[src/rtl/zaman_pkg.sv]
// Shared types and ASCII constants for the serial time reporter.
package zaman_pkg;

    typedef enum logic [2:0] {
        BOSTA,
        DONUSTUR,
        GONDER,
        KORUMA,
        BEKLE
    } durum_t;

    localparam int unsigned CERCEVE_UZUNLUGU = 21;

    localparam logic [7:0] TIRE        = 8'h2D;
    localparam logic [7:0] BOSLUK      = 8'h20;
    localparam logic [7:0] IKI_NOKTA   = 8'h3A;
    localparam logic [7:0] CR          = 8'h0D;
    localparam logic [7:0] LF          = 8'h0A;
    localparam logic [7:0] ASCII_SIFIR = 8'h30;

    function automatic logic [7:0] rakam_ascii(input logic [3:0] rakam);
        return ASCII_SIFIR + 8'(rakam);
    endfunction

endpackage

[src/rtl/bcd_donusturucu.sv]
// Combinational double-dabble binary to packed-BCD converter.
module bcd_donusturucu #(
    parameter int unsigned GIRIS_W = 12,
    parameter int unsigned BASAMAK = 4
) (
    input  logic [GIRIS_W-1:0]   ikili,
    output logic [4*BASAMAK-1:0] bcd
);

    localparam int unsigned KAY_W = GIRIS_W + 4*BASAMAK;

    logic [KAY_W-1:0] kay;

    // Adjust every digit >= 5 before each shift so the carry lands in the next decade.
    always_comb begin
        kay = {{(4*BASAMAK){1'b0}}, ikili};
        for (int i = 0; i < int'(GIRIS_W); i++) begin
            for (int d = 0; d < int'(BASAMAK); d++) begin
                if (kay[GIRIS_W+4*d +: 4] >= 4'd5) begin
                    kay[GIRIS_W+4*d +: 4] = kay[GIRIS_W+4*d +: 4] + 4'd3;
                end
            end
            kay = kay << 1;
        end
        bcd = kay[GIRIS_W +: 4*BASAMAK];
    end

endmodule

[src/rtl/zaman_raporlayici.sv]
// Snapshots the calendar time on request or periodically and streams
// "YYYY-MM-DD HH:MM:SS\r\n" into the uart_tx byte interface.
module zaman_raporlayici
    import zaman_pkg::*;
#(
    parameter int unsigned PERIYOT_CYC = 100000000
) (
    input  logic        CLK,
    input  logic        reset,
    input  logic        baslat,
    input  logic        periyodik_en,
    input  logic [4:0]  saat,
    input  logic [5:0]  dakika,
    input  logic [5:0]  saniye,
    input  logic [4:0]  gun,
    input  logic [3:0]  ay,
    input  logic [11:0] yil,
    input  logic        uart_tx_busy,
    output logic        uart_tx_en,
    output logic [7:0]  uart_tx_data,
    output logic        mesgul,
    output logic        tamamlandi
);

    localparam int unsigned SAYAC_W  = $clog2(PERIYOT_CYC);
    localparam int unsigned INDEKS_W = $clog2(CERCEVE_UZUNLUGU);
    localparam logic [INDEKS_W-1:0] SON_INDEKS = INDEKS_W'(CERCEVE_UZUNLUGU - 1);
    localparam logic [SAYAC_W-1:0]  SON_SAYAC  = SAYAC_W'(PERIYOT_CYC - 1);

    durum_t              durum, durum_n;
    logic [SAYAC_W-1:0]  sayac;
    logic                tik_c, istek_c, yakala_c;
    logic                bekleyen, bekleyen_n;
    logic [INDEKS_W-1:0] indeks, indeks_n;
    logic                uart_tx_en_n, mesgul_n, tamamlandi_n;
    logic [7:0]          uart_tx_data_n, bayt_c;

    logic [11:0] s_yil;
    logic [3:0]  s_ay;
    logic [4:0]  s_gun, s_saat;
    logic [5:0]  s_dakika, s_saniye;

    logic [15:0] yil_bcd_c, b_yil;
    logic [7:0]  ay_bcd_c, gun_bcd_c, saat_bcd_c, dakika_bcd_c, saniye_bcd_c;
    logic [7:0]  b_ay, b_gun, b_saat, b_dakika, b_saniye;

    assign tik_c   = periyodik_en && (sayac == SON_SAYAC);
    assign istek_c = baslat || tik_c;

    // Period counter: free-runs 0..PERIYOT_CYC-1 while enabled, parked at 0 otherwise.
    always_ff @(posedge CLK) begin
        if (reset || !periyodik_en || tik_c) begin
            sayac <= '0;
        end else begin
            sayac <= sayac + SAYAC_W'(1);
        end
    end

    bcd_donusturucu #(.GIRIS_W(12), .BASAMAK(4)) u_yil    (.ikili(s_yil),       .bcd(yil_bcd_c));
    bcd_donusturucu #(.GIRIS_W(6),  .BASAMAK(2)) u_ay     (.ikili(6'(s_ay)),    .bcd(ay_bcd_c));
    bcd_donusturucu #(.GIRIS_W(6),  .BASAMAK(2)) u_gun    (.ikili(6'(s_gun)),   .bcd(gun_bcd_c));
    bcd_donusturucu #(.GIRIS_W(6),  .BASAMAK(2)) u_saat   (.ikili(6'(s_saat)),  .bcd(saat_bcd_c));
    bcd_donusturucu #(.GIRIS_W(6),  .BASAMAK(2)) u_dakika (.ikili(s_dakika),    .bcd(dakika_bcd_c));
    bcd_donusturucu #(.GIRIS_W(6),  .BASAMAK(2)) u_saniye (.ikili(s_saniye),    .bcd(saniye_bcd_c));

    // Snapshot is frozen for the whole frame; digits are registered once per frame.
    always_ff @(posedge CLK) begin
        if (reset) begin
            s_yil    <= '0;
            s_ay     <= '0;
            s_gun    <= '0;
            s_saat   <= '0;
            s_dakika <= '0;
            s_saniye <= '0;
            b_yil    <= '0;
            b_ay     <= '0;
            b_gun    <= '0;
            b_saat   <= '0;
            b_dakika <= '0;
            b_saniye <= '0;
        end else begin
            if (yakala_c) begin
                s_yil    <= yil;
                s_ay     <= ay;
                s_gun    <= gun;
                s_saat   <= saat;
                s_dakika <= dakika;
                s_saniye <= saniye;
            end
            if (durum == DONUSTUR) begin
                b_yil    <= yil_bcd_c;
                b_ay     <= ay_bcd_c;
                b_gun    <= gun_bcd_c;
                b_saat   <= saat_bcd_c;
                b_dakika <= dakika_bcd_c;
                b_saniye <= saniye_bcd_c;
            end
        end
    end

    always_comb begin
        bayt_c = LF;
        case (indeks)
            5'd0:    bayt_c = rakam_ascii(b_yil[15:12]);
            5'd1:    bayt_c = rakam_ascii(b_yil[11:8]);
            5'd2:    bayt_c = rakam_ascii(b_yil[7:4]);
            5'd3:    bayt_c = rakam_ascii(b_yil[3:0]);
            5'd4:    bayt_c = TIRE;
            5'd5:    bayt_c = rakam_ascii(b_ay[7:4]);
            5'd6:    bayt_c = rakam_ascii(b_ay[3:0]);
            5'd7:    bayt_c = TIRE;
            5'd8:    bayt_c = rakam_ascii(b_gun[7:4]);
            5'd9:    bayt_c = rakam_ascii(b_gun[3:0]);
            5'd10:   bayt_c = BOSLUK;
            5'd11:   bayt_c = rakam_ascii(b_saat[7:4]);
            5'd12:   bayt_c = rakam_ascii(b_saat[3:0]);
            5'd13:   bayt_c = IKI_NOKTA;
            5'd14:   bayt_c = rakam_ascii(b_dakika[7:4]);
            5'd15:   bayt_c = rakam_ascii(b_dakika[3:0]);
            5'd16:   bayt_c = IKI_NOKTA;
            5'd17:   bayt_c = rakam_ascii(b_saniye[7:4]);
            5'd18:   bayt_c = rakam_ascii(b_saniye[3:0]);
            5'd19:   bayt_c = CR;
            default: bayt_c = LF;
        endcase
    end

    always_ff @(posedge CLK) begin
        if (reset) begin
            durum        <= BOSTA;
            bekleyen     <= 1'b0;
            indeks       <= '0;
            uart_tx_en   <= 1'b0;
            uart_tx_data <= '0;
            mesgul       <= 1'b0;
            tamamlandi   <= 1'b0;
        end else begin
            durum        <= durum_n;
            bekleyen     <= bekleyen_n;
            indeks       <= indeks_n;
            uart_tx_en   <= uart_tx_en_n;
            uart_tx_data <= uart_tx_data_n;
            mesgul       <= mesgul_n;
            tamamlandi   <= tamamlandi_n;
        end
    end

    // Requests seen mid-frame collapse into one pending flag, served on return to BOSTA.
    always_comb begin
        durum_n        = durum;
        bekleyen_n     = bekleyen | (istek_c & mesgul);
        indeks_n       = indeks;
        uart_tx_en_n   = 1'b0;
        uart_tx_data_n = uart_tx_data;
        tamamlandi_n   = 1'b0;
        yakala_c       = 1'b0;
        case (durum)
            BOSTA: begin
                if (istek_c || bekleyen) begin
                    yakala_c   = 1'b1;
                    bekleyen_n = 1'b0;
                    durum_n    = DONUSTUR;
                end
            end
            DONUSTUR: begin
                indeks_n = '0;
                durum_n  = GONDER;
            end
            GONDER: begin
                if (!uart_tx_busy) begin
                    uart_tx_en_n   = 1'b1;
                    uart_tx_data_n = bayt_c;
                    durum_n        = KORUMA;
                end
            end
            KORUMA: begin
                durum_n = BEKLE;
            end
            BEKLE: begin
                if (!uart_tx_busy) begin
                    if (indeks == SON_INDEKS) begin
                        tamamlandi_n = 1'b1;
                        durum_n      = BOSTA;
                    end else begin
                        indeks_n = indeks + INDEKS_W'(1);
                        durum_n  = GONDER;
                    end
                end
            end
            default: durum_n = BOSTA;
        endcase
        mesgul_n = (durum_n != BOSTA);
    end

endmodule

[config.mk]
export PLATFORM = sky130hd
export DESIGN_NAME = zaman_raporlayici
export DESIGN_NICKNAME = d
export VERILOG_FILES = /design/src/rtl/zaman_pkg.sv /design/src/rtl/bcd_donusturucu.sv /design/src/rtl/zaman_raporlayici.sv
export SDC_FILE = /design/constraint.sdc
export NUM_CORES = 1
export LEC_CHECK = 0
export BUFFER_PORTS_ARGS = -buffer_cell sky130_fd_sc_hd__buf_2
export CAP_MARGIN = 20
export CORE_ASPECT_RATIO = 0.9
export CORE_MARGIN = 1.5
export CORE_UTILIZATION = 30
export DETAILED_ROUTE_END_ITERATION = 16
export HOLD_SLACK_MARGIN = 0.02
export PLACE_DENSITY = 0.49
export SLEW_MARGIN = 5
export SYNTH_ARGS = -nofsm -noshare
export SYNTH_HDL_FRONTEND = slang
export SYNTH_SLANG_ARGS = --single-unit
export TNS_END_PERCENT = 10
[constraint.sdc]
create_clock -name CLK -period 9 [get_ports CLK]
set_input_delay 0.9 -clock CLK [delete_from_list [all_inputs] [get_ports CLK]]
set_output_delay 0.9 -clock CLK [all_outputs]
set_load 0.01 [all_outputs]
[Yosys cells after proc, flatten, opt, wreduce, memory -nomap -nowiden]
Cells that the tools add are included.
Operators by class
  order comparisons: 75
  equality and inequality tests: 27
  reductions and logical operators: 16
  multiplexer cells: 90
  add/sub/neg operators: 91
  bitwise operators: 5
Operators by type and width (count)
  4-bit by 3-bit >= comparator with 1-bit output, second input constant: 61
  4-bit two-way mux: 48
  4-bit by 2-bit adder with 4-bit output, second input constant: 43
  7-bit one-hot mux with 18 select lines: 1
  6-bit by 4-bit adder with 7-bit output, first input constant: 14
  3-bit two-way mux: 30
  3-bit by 2-bit adder with 3-bit output, second input constant: 18
  5-bit by 4-bit equality test with 1-bit output, second input constant: 8
  1-bit by 2-bit adder with 3-bit output, second input constant: 11
  1-bit by 3-bit >= comparator with 1-bit output, second input constant: 11
  27-bit by 1-bit adder with 27-bit output, second input constant: 1
  27-bit equality test, second input constant: 1
  5-bit equality test, second input constant: 5
  5-bit by 3-bit equality test with 1-bit output, second input constant: 4
  3-bit one-hot mux with 5 select lines: 1
  5-bit by 2-bit equality test with 1-bit output, second input constant: 2
  5-bit two-way mux: 2
  5-bit one-hot mux with 2 select lines: 1
  1-bit by 2-bit adder with 3-bit output, both inputs constant: 3
  1-bit by 3-bit >= comparator with 1-bit output, both inputs constant: 3
  3-bit by 2-bit equality test with 1-bit output, second input constant: 2
  1-bit two-way mux: 6
  2-bit OR reduction: 3
  5-bit by 1-bit adder with 5-bit output, second input constant: 1
  18 further kinds: 24
Word-level totals
  output and inout bits: 11
  flip-flop bits (word level): 141
  word-level logic and storage cells: 324
  input port bits: 43

[Longest topological paths before layout]
Gate-level depths: netlist of run 1.
  depth in word-level cells: 22
  mapped depth: 47
  depth with buffers taken out: 45

[Hierarchy]
A second synthesis of run 1 with hierarchy kept.
Second synthesis, totals
  cells, all modules: 1482
  area, all modules: 11305.8 sq um
By module, submodules not included
  zaman_raporlayici: seq. area each 2782.7 sq um, area each 6188.4 sq um, times used 1, cells an instance 748
  bcd_donusturucu at u_yil: seq. area each 0.0 sq um, area each 2927.8 sq um, times used 1, cells an instance 439
  bcd_donusturucu at u_ay ...: seq. area each 0.0 sq um, area each 437.9 sq um, times used 5, cells an instance 59

[Least setup slack after synthesis of run 1]
OpenSTA, ideal clock, no wires.
  kind: register -> register
  start: register s_yil[9]
  end: register b_yil[8]
  library setup time: 122 ps
  clock period less this slack: 8700 ps
  required time: 8878 ps
  slack: 300 ps
  cell stages (with the launch flop): 47
  buffers on the path: 3
  arrival: 8578 ps
  path through: dfxtp_1 -> buf_2 -> inv_1 -> ha_1 -> inv_1 -> ha_1 -> a21oi_1 -> xnor2_2 -> ha_1 -> and2b_1 -> o21ai_2 -> a21oi_1 -> xnor2_1 -> ha_1 -> buf_2 -> nand2b_1 -> a221oi_1 -> nor2_1 -> [... 11 more ...] -> ha_1 -> inv_1 -> and4_1 -> or2_2 -> o211ai_1 -> nand2_1 -> ha_1 -> or3_1 -> a311oi_2 -> o21ai_1 -> inv_1 -> ha_1 -> inv_1 -> a222oi_1 -> o32ai_1 -> a311oi_1 -> nor3b_1 -> a221o_1
Between the ends
  word-level cells in the longest chain between the ends: 18
  elaborated cells between the ends (all ways): 48
  classes of those cells: add/sub: 16; order compare: 16; mux: 16
Ends and longest elaborated chain
  from (decl): RTL line zaman_raporlayici.sv:38  | logic [11:0] s_yil;
  from (signal assigned): RTL line zaman_raporlayici.sv:83  | s_yil <= yil;
  4-bit by 2-bit adder with 4-bit output or 4-bit by 3-bit >= comparator with 1-bit output (tied branches): RTL line bcd_donusturucu.sv:20, bcd_donusturucu.sv:19
  4-bit two-way mux *: RTL line bcd_donusturucu.sv:19  | if (kay[GIRIS_W+4*d +: 4] >= 4'd5) begin
  4-bit by 2-bit adder with 4-bit output or 4-bit by 3-bit >= comparator with 1-bit output (tied branches): RTL line bcd_donusturucu.sv:20, bcd_donusturucu.sv:19
  4-bit two-way mux: RTL line bcd_donusturucu.sv:19
  4-bit by 2-bit adder with 4-bit output or 4-bit by 3-bit >= comparator with 1-bit output (tied branches): RTL line bcd_donusturucu.sv:20, bcd_donusturucu.sv:19
  4-bit two-way mux: RTL line bcd_donusturucu.sv:19
  4-bit by 3-bit >= comparator with 1-bit output or 4-bit by 2-bit adder with 4-bit output (tied branches): RTL line bcd_donusturucu.sv:19, bcd_donusturucu.sv:20
  4-bit two-way mux: RTL line bcd_donusturucu.sv:19
  [... 2 more ...]
  4-bit by 2-bit adder with 4-bit output or 4-bit by 3-bit >= comparator with 1-bit output (tied branches): RTL line bcd_donusturucu.sv:20, bcd_donusturucu.sv:19
  4-bit two-way mux: RTL line bcd_donusturucu.sv:19
  4-bit by 2-bit adder with 4-bit output or 4-bit by 3-bit >= comparator with 1-bit output (tied branches): RTL line bcd_donusturucu.sv:20, bcd_donusturucu.sv:19
  4-bit two-way mux: RTL line bcd_donusturucu.sv:19
  4-bit by 2-bit adder with 4-bit output or 4-bit by 3-bit >= comparator with 1-bit output (tied branches): RTL line bcd_donusturucu.sv:20, bcd_donusturucu.sv:19
  4-bit two-way mux: RTL line bcd_donusturucu.sv:19
  4-bit by 2-bit adder with 4-bit output or 4-bit by 3-bit >= comparator with 1-bit output (tied branches): RTL line bcd_donusturucu.sv:20, bcd_donusturucu.sv:19
  4-bit two-way mux *: RTL line bcd_donusturucu.sv:19
  to (signal assigned): RTL line zaman_raporlayici.sv:91  | b_yil <= yil_bcd_c;
  to (decl): RTL line zaman_raporlayici.sv:43  | logic [15:0] yil_bcd_c, b_yil;
Every way passes the cells marked *; elsewhere a longest branch is shown, timed or not.
A chain may end at the register's enable or synchronous reset.

[Worst setup path after layout of run 1]
  start: register s_yil[10]
  end: register b_yil[8]
Between the ends
  word-level cells in the longest chain between the ends: 20
  elaborated cells between the ends (all ways): 54
  classes of those cells: add/sub: 18; order compare: 18; mux: 18
Ends and longest elaborated chain (RTL line)
  4-bit by 2-bit adder with 4-bit output or 4-bit by 3-bit >= comparator with 1-bit output (tied branches): bcd_donusturucu.sv:20, bcd_donusturucu.sv:19
  4-bit two-way mux *: bcd_donusturucu.sv:19
  4-bit by 2-bit adder with 4-bit output or 4-bit by 3-bit >= comparator with 1-bit output (tied branches): bcd_donusturucu.sv:20, bcd_donusturucu.sv:19
  4-bit two-way mux: bcd_donusturucu.sv:19
  4-bit by 2-bit adder with 4-bit output or 4-bit by 3-bit >= comparator with 1-bit output (tied branches): bcd_donusturucu.sv:20, bcd_donusturucu.sv:19
  4-bit two-way mux: bcd_donusturucu.sv:19
  4-bit by 3-bit >= comparator with 1-bit output or 4-bit by 2-bit adder with 4-bit output (tied branches): bcd_donusturucu.sv:19, bcd_donusturucu.sv:20
  4-bit two-way mux: bcd_donusturucu.sv:19
  [... 4 more ...]
  4-bit by 2-bit adder with 4-bit output or 4-bit by 3-bit >= comparator with 1-bit output (tied branches): bcd_donusturucu.sv:20, bcd_donusturucu.sv:19
  4-bit two-way mux: bcd_donusturucu.sv:19
  4-bit by 2-bit adder with 4-bit output or 4-bit by 3-bit >= comparator with 1-bit output (tied branches): bcd_donusturucu.sv:20, bcd_donusturucu.sv:19
  4-bit two-way mux: bcd_donusturucu.sv:19
  4-bit by 2-bit adder with 4-bit output or 4-bit by 3-bit >= comparator with 1-bit output (tied branches): bcd_donusturucu.sv:20, bcd_donusturucu.sv:19
  4-bit two-way mux: bcd_donusturucu.sv:19
  4-bit by 2-bit adder with 4-bit output or 4-bit by 3-bit >= comparator with 1-bit output (tied branches): bcd_donusturucu.sv:20, bcd_donusturucu.sv:19
  4-bit two-way mux *: bcd_donusturucu.sv:19
Marks and branches as above.

==> results.txt, run 1 <==
----------------------------------------------------
[GRT]
  Largest net degree at the start of global routing ... 58
  Number of antenna violations at the first check in global routing ... 0
  GRT Residual Overflow ... 0
  First-pass GRT wire length ... 41.1 mm
  Vias in the first global route ... 7900
  Total global-route track usage ... 15.9%

[Clocking]
  Deepest clock path buffer count ... 2
  Clock-pin slew on the worst setup and hold paths ... 0.07 ns
  Maximum level of the CTS H-tree ... 4
  Clock tree from TritonCTS ... yes
  Clock latency on the worst-skew pair ... 0.44 ns
  Master cell of the clock root buffer ... sky130_fd_sc_hd__clkbuf_16
  Number of buffers created by CTS ... 17
  Number of clock sinks seen by CTS ... 129

[Power]
  P_leak ... 3.95 nW
  IR drop worst, VDD ... 0.154 mV
  Total power after layout ... 0.00278 W
  Areal power density over the cells ... 262 nW/um2

[STA]
  Pins Over Slew Limit ... 0
  Final count of negative-setup-slack endpoints ... 0
  Fin Hold WS ... 0.454 ns
  Headroom to the max-slew limit ... 32.3%
  Crit share post-route ... 93.2%
  Final worst setup slack ... 0.615 ns
  TNS Setup ... 0 ns
  Minimum period implied by the final worst setup slack ... 8.39 ns
  Max Clk Rate ... 0.119 GHz
  Final hold violations ... 0
  Clock tree skew after final layout ... 0.0101 ns
  Pin slew with the least headroom to its limit ... 1.02 ns

[Worst setup path]
  Worst EP required ... 9.32 ns
  Startpoint of the lowest-slack register-to-register path ... s_yil[10]
  Crit end category ... flip-flop
  Max incr delay on CP ... 0.43 ns
  Worst setup path endpoint ... b_yil[8]
  Most common cell on crit path ... sky130_fd_sc_hd__ha_1
  Start point of the critical path ... s_yil[10]
  Critical Path Fanout Max ... 6
  Highest-delay cell along the critical path ... sky130_fd_sc_hd__a2111oi_4
  Data arrival time of the critical path ... 8.71 ns
  Buffers plus inverters on the worst setup path ... 8
  Gate family responsible for the most delay along the worst path ... compound AO/OA/AOI/OAI gates
  Reg2Reg Setup Slack ... 0.61 ns
  WS Path Type ... reg -> reg
  Reg2Reg Capture Point ... b_yil[8]
  Startpoint type of the worst setup path ... flip-flop
  Cell depth of the worst flop-to-flop path ... 43
  Worst path depth ... 43

[Logic synthesis]
  Sequential share of the synthesized area ... 28.1%
  Post-synth design cell area ... 9190 um2
  Number of warnings reported in the yosys synthesis log ... 0
  Avg Inst Size Synth ... 7.59 um2
  Yosys cell types ... 98
  Post-synth ARST share ... 0%
  Number of enable-type register cells in the synthesized netlist ... 0
  Number of instances in the synthesized netlist ... 1211
  Synthesis-stage register bit count ... 129
  Dominant register cell in the synthesized netlist ... sky130_fd_sc_hd__dfxtp_1

[Route]
  Routed via count ... 8722
  Average vias per placed instance ... 5.26
  Violation count after the first detailed-routing iteration ... 575
  Total length of routed wires ... 24.9 mm
  Drt pass-1 iters ... 5
  Count of nets left with antenna violations after detail routing ... 0
  Post-detailed-route DRC marker count ... 0
  Routed wire length per instance ... 15.0 um

[Finish]
  Proportion of layout cells with a drive suffix above 1 ... 14.6%
  Final-stage net count ... 1333
  Final cell utilization of the core ... 35.3%
  Footprint of the flip-flops and latches ... 2580 um2
  FILL cells ... 3226
  Synth-to-Final Area Change ... 15.4%
  Antenna diodes ... 0
  Area occupied by multi-input gates ... 6260 um2

[Floorplan]
  Row cnt ... 60
  Die span in y ... 169 um
  Starting utilization of the core area ... 30.6%
  Die Area ... 31700 um2
  Core area ... 30000 um2
  Io pins ... 54
  Die extent in x ... 187 um

[Place]
  Hpwl dp ... 17.6 mm
  Worst setup slack before clock tree synthesis ... -0.155 ns
  Count of buffers from port buffering ... 51
  Routability cong. ... 0.842

[Worst hold path]
  Start point of the worst min-delay path ... b_gun[1]
  Tightest Hold Check Type ... reg -> reg

[Status]
  Status ... finished, final reports clean

[Run]
  Max-cap violations ... 0

----------------------------------------------------
power by group:
part | internal [W] | switching (W) | leakage (nW) | total, W
Clock | 0.000365 | 0.000305 | 0.274 | 0.000670
Sequential | 0.000616 | 0.0000441 | 1.05 | 0.000660
Combinational | 0.000593 | 0.000860 | 2.63 | 0.00145
repair_timing:
action | 4_1_cts | 5_1_grt
pin swaps | 1 | 14
hold endpoints to repair | 0 | 0
resized for setup | 3 | 28
buffers inserted | 2 | 7
setup endpoints to repair | 4 | 8
hold buffers | 0 | 0
routing by layer:
metal	vias up	part of all wire (%)	global-route usage (%)	wire [um]
met2	164	42	23.3	10400
met4	0	1.3	5.04	331
met1	4087	53	23.4	13200
met5	-	0	0	0
li1	4454	-	-	-
met3	17	4.1	2.53	1020
logic make-up (layout without fill, tap and decap cells):
group,Yosys count,after routing,share of synthesized area [%]
other,1,2,0.0408
flip-flops,129,129,28.1
AND/OR/NAND/NOR,475,475,24.2
multiplexers,36,36,4.24
XOR/XNOR,49,49,4.90
buffers and inverters,124,168,5.30
AO/OA/AOI/OAI,350,350,26.8
adder cells (fa/ha/maj),47,47,6.40
tightest hold or removal path, stage by stage, from the launching register on:
cell	delay, ns
sky130_fd_sc_hd__dfxtp_1	0.31
sky130_fd_sc_hd__nand2_1	0.05
sky130_fd_sc_hd__a21oi_1	0.05
cells in the final DEF, fill, tap and decap left out, types with 7 or more instances in the layout:
| master | instances |
|---|---|
| sky130_fd_sc_hd__a21oi_1 | 107 |
| sky130_fd_sc_hd__and3_1 | 14 |
| sky130_fd_sc_hd__nand2_1 | 153 |
| sky130_fd_sc_hd__o221ai_1 | 7 |
| sky130_fd_sc_hd__a211oi_1 | 27 |
| sky130_fd_sc_hd__nand3_1 | 38 |
| sky130_fd_sc_hd__inv_6 | 7 |
| sky130_fd_sc_hd__clkbuf_16 | 17 |
| sky130_fd_sc_hd__nor4_1 | 9 |
| sky130_fd_sc_hd__xor2_1 | 20 |
| sky130_fd_sc_hd__buf_2 | 50 |
| sky130_fd_sc_hd__mux2i_1 | 24 |
| sky130_fd_sc_hd__a311oi_1 | 8 |
| sky130_fd_sc_hd__o21ai_0 | 35 |
| sky130_fd_sc_hd__nor2b_1 | 16 |
| sky130_fd_sc_hd__dfxtp_1 | 128 |
| sky130_fd_sc_hd__o211ai_1 | 15 |
| sky130_fd_sc_hd__ha_1 | 44 |
| sky130_fd_sc_hd__buf_4 | 32 |
| sky130_fd_sc_hd__nand4_1 | 10 |
| sky130_fd_sc_hd__a221oi_1 | 9 |
| sky130_fd_sc_hd__nor3_1 | 30 |
| sky130_fd_sc_hd__nor2_1 | 130 |
| sky130_fd_sc_hd__a21o_1 | 8 |
| sky130_fd_sc_hd__or3_1 | 14 |
| sky130_fd_sc_hd__a31oi_1 | 14 |
| sky130_fd_sc_hd__inv_1 | 48 |
| sky130_fd_sc_hd__a22oi_1 | 13 |
| sky130_fd_sc_hd__nand2b_1 | 18 |
| sky130_fd_sc_hd__xnor2_1 | 27 |
| sky130_fd_sc_hd__o21a_1 | 7 |
| sky130_fd_sc_hd__mux2_2 | 8 |
metrics by stage:
step                cell area, um2  std cells
global placement              9850       1618
global route                 10600       1659
finish                       10600       1659
floorplan                     9190       1212
CTS                          10400       1652
detailed placement            9850       1618
Yosys cell counts (all sizes together), types with 15 or more instances:
cell | instances | area (um2)
xnor2 | 28 | 253
a211oi | 28 | 215
o211ai | 15 | 113
o21ai | 45 | 240
nor3 | 30 | 150
ha | 47 | 588
nand2 | 154 | 578
xor2 | 20 | 175
mux2i | 25 | 254
nor2 | 132 | 498
nand3 | 38 | 190
a21oi | 112 | 564
nand2b | 19 | 119
inv | 52 | 195
clkbuf | 61 | 229
nor2b | 17 | 106
dfxtp | 129 | 2580
area by class of cell:
type | count | share of cell area [%]
Multi-Input combinational cell | 959 | 59.1
Sequential cell | 129 | 24.4
Tap cell | 403 | 4.75
Timing Repair Buffer | 82 | 4.62
Clock buffer | 17 | 4.01
Inverter | 54 | 1.91
Clock inverter | 15 | 1.27
how the worst min path moves through the flow:
stage | slack, ns | end | cells after the start
6_report | 0.45 | b_gun[1] | 2
2_1_floorplan | 0.43 | b_yil[4] | 1
3_3_place_gp | 0.44 | b_saniye[1] | 2
3_5_place_dp | 0.45 | b_yil[0] | 2
4_1_cts | 0.46 | b_yil[0] | 2
5_1_grt | 0.47 | b_yil[0] | 2
state kept, by name (all words and copies together), names as in the netlist, 5 cells and up:
register and count:
b_saat 6, s_saniye 6, s_yil 12, b_saniye 7
indeks 5, s_gun 5, b_dakika 7, s_saat 5
b_ay 5, s_dakika 6, b_yil 15, sayac 27
uart_tx_data 6, b_gun 6
No activity file was read; power rests on OpenSTA's default activity.
==> inputs of run 2 (changes only) <==
--- a/config.mk
+++ b/config.mk
@@ -13,6 +13,7 @@
 export DETAILED_ROUTE_END_ITERATION = 16
 export HOLD_SLACK_MARGIN = 0.02
 export PLACE_DENSITY = 0.49
+export RECOVER_POWER = 25
 export SLEW_MARGIN = 5
 export SYNTH_ARGS = -nofsm -noshare
 export SYNTH_HDL_FRONTEND = slang
==> results.txt, run 2 (synthesis results as in run 1) <==
----------------------------------------------------
[STA]
  Headroom to the max-slew limit ... -84.3% (-120 points)
  Final hold violations ... 0 (unchanged)
  Clock tree skew after final layout ... 0.0101 ns (-0.000000900 ns)
  Crit share post-route ... 93.2% (about the same)
  Final count of negative-setup-slack endpoints ... 0 (unchanged)
  Minimum period implied by the final worst setup slack ... 8.39 ns (+0.00151 ns)
  TNS Setup ... 0 ns (unchanged)
  Pin slew with the least headroom to its limit ... 2.76 ns (+1.75 ns)
  Max Clk Rate ... 0.119 GHz (about the same)
  Pins Over Slew Limit ... 103 (+103)

[Worst setup path]
  Crit end category ... flip-flop
  Worst EP required ... 9.32 ns (about the same)
  Data arrival time of the critical path ... 8.71 ns (about the same)
  Buffers plus inverters on the worst setup path ... 8 (unchanged)
  Max incr delay on CP ... 0.43 ns (about the same)
  Start point of the critical path ... s_yil[10]
  Startpoint type of the worst setup path ... flip-flop
  Critical Path Fanout Max ... 6 (unchanged)
  Highest-delay cell along the critical path ... sky130_fd_sc_hd__a2111oi_4
  Gate family responsible for the most delay along the worst path ... compound AO/OA/AOI/OAI gates
  Startpoint of the lowest-slack register-to-register path ... s_yil[10]
  WS Path Type ... reg -> reg
  Most common cell on crit path ... sky130_fd_sc_hd__ha_1

[Route]
  Routed via count ... 8723 (+0.011%)
  Post-detailed-route DRC marker count ... 0 (unchanged)
  Drt pass-1 iters ... 5 (unchanged)
  Violation count after the first detailed-routing iteration ... 571 (-0.70%)
  Count of nets left with antenna violations after detail routing ... 0 (unchanged)
  Routed wire length per instance ... 15.0 um (about the same)
  Total length of routed wires ... 24.9 mm (about the same)
  Average vias per placed instance ... 5.26 (about the same)

[Place]
  Hpwl dp ... 17.6 mm (unchanged)
  Number of placed instances with taps included ... 1618 (unchanged)
  Count of buffers from port buffering ... 51 (unchanged)
  Routability cong. ... 0.842 (unchanged)

[Clocking]
  Clock-pin slew on the worst setup and hold paths ... 0.07 ns (about the same)
  Deepest clock path buffer count ... 2 (unchanged)
  CTS Hold Buffers Added ... 0 (unchanged)
  Master cell of the clock root buffer ... sky130_fd_sc_hd__clkbuf_16
  Number of clock sinks seen by CTS ... 129 (unchanged)
  Maximum level of the CTS H-tree ... 4 (unchanged)
  Number of buffers created by CTS ... 17 (unchanged)
  Clock latency on the worst-skew pair ... 0.43 ns (about the same)
  Clock tree from TritonCTS ... yes

[Floorplan]
  Die extent in x ... 187 um (unchanged)
  Starting utilization of the core area ... 30.6% (unchanged)
  Io pins ... 54 (unchanged)
  Row cnt ... 60 (unchanged)
  Die Area ... 31700 um2 (unchanged)
  Core area ... 30000 um2 (unchanged)
  Die span in y ... 169 um (unchanged)

[Status]
  Status ... finished, violations left
  Failing checks ... capacitance limit, slew limit

[GRT]
  Largest net degree at the start of global routing ... 58 (unchanged)
  First-pass GRT wire length ... 41.1 mm (unchanged)
  GRT Residual Overflow ... 0 (unchanged)
  Number of antenna violations at the first check in global routing ... 0 (unchanged)
  Vias in the first global route ... 7900 (unchanged)
  Total global-route track usage ... 15.9% (unchanged)

[Finish]
  Area occupied by multi-input gates ... 6260 um2 (unchanged)
  Footprint of the flip-flops and latches ... 2580 um2 (unchanged)
  Proportion of layout cells with a drive suffix above 1 ... 13.7% (-0.88 points)
  Synth-to-Final Area Change ... 15.2%
  Most frequent cells in the layout ... sky130_fd_sc_hd__nand2_1 (153), sky130_fd_sc_hd__nor2_1 (130), sky130_fd_sc_hd__dfxtp_1 (128)
  Antenna diodes ... 0 (unchanged)
  Register containing the most flip-flops in the final layout ... sayac
  Final cell count without fillers ... 1659 (unchanged)
  Final cell utilization of the core ... 35.3% (-0.062 points)
  Number of flip-flops in the largest register ... 27 (unchanged)
  Top Registers ... sayac: 27 flops, b_yil: 15 flops, s_yil: 12 flops
  Final-stage net count ... 1333 (unchanged)
  Most common cell after layout, fill and taps aside ... sky130_fd_sc_hd__nand2_1
  FILL cells ... 3234 (+0.25%)

[Power]
  IR drop worst, VDD ... 0.153 mV (-0.23%)
  Areal power density over the cells ... 263 nW/um2 (+0.18%)
  Total power after layout ... 0.00278 W (about the same)
  P_leak ... 3.91 nW (-1.1%)

[Run]
  Max-cap violations ... 2 (+2)

[Worst hold path]
  Tightest Hold Check Type ... reg -> reg
  Start point of the worst min-delay path ... b_gun[1]

----------------------------------------------------
## run 2: cell count changes in the layout (fill, tap and decap cells not counted), sizes merged
cell,before,now
buf,82,71
clkbuf,17,28
## run 2: per-stage QoR
stage	hold slack (ns)	setup slack, ns	area [um2]
after global routing	0.469	-0.0670	10600
after detailed placement	0.447	-0.155	9850
after CTS	0.456	0.0104	10400
after floorplan	0.427	0.300	9190
after global placement	0.445	0.130	9850
final	0.454	0.613	10600
## run 2: worst paths after layout
check / slack [ns] / to / depth (start not counted)
max: 0.61 / b_yil[8] / 43
min: 0.45 / b_gun[1] / 2
max reg2reg: 0.61 / b_yil[8] / 43
min reg2reg: 0.45 / b_gun[1] / 2
## run 2: final cells by class
| cell class | count | share of cell area, % |
|---|---|---|
| Clock buffer | 17 | 4.02 |
| Clock inverter | 15 | 1.28 |
| Inverter | 54 | 1.91 |
| Multi-Input combinational cell | 959 | 59.2 |
| Sequential cell | 129 | 24.4 |
| Tap cell | 403 | 4.76 |
| Timing Repair Buffer | 82 | 4.46 |
## run 2: metal layers
layer | track usage, % | routed length, um | vias to the layer above
li1 | - | - | 4456
met1 | 23.4 | 13200 | 4084
met2 | 23.3 | 10400 | 166
met3 | 2.53 | 972 | 17
met4 | 5.04 | 331 | 0
met5 | 0 | 0 | -
## run 2: where the power goes
part           switching (W)  internal, W
registers          0.0000442     0.000617
clock network       0.000305     0.000365
logic               0.000861     0.000593
## run 2: worst min-delay path: stages, from the launching register on
cell and delay, ns:
sky130_fd_sc_hd__dfxtp_1 0.31, sky130_fd_sc_hd__nand2_1 0.05, sky130_fd_sc_hd__a21oi_1 0.05
## run 2: timing repair
| action | CTS | global route |
|---|---|---|
| endpoints found under the setup margin | 4 | 8 |
| gates resized for setup | 3 | 28 |
| pin swaps | 1 | 14 |
| buffers inserted | 2 | 7 |
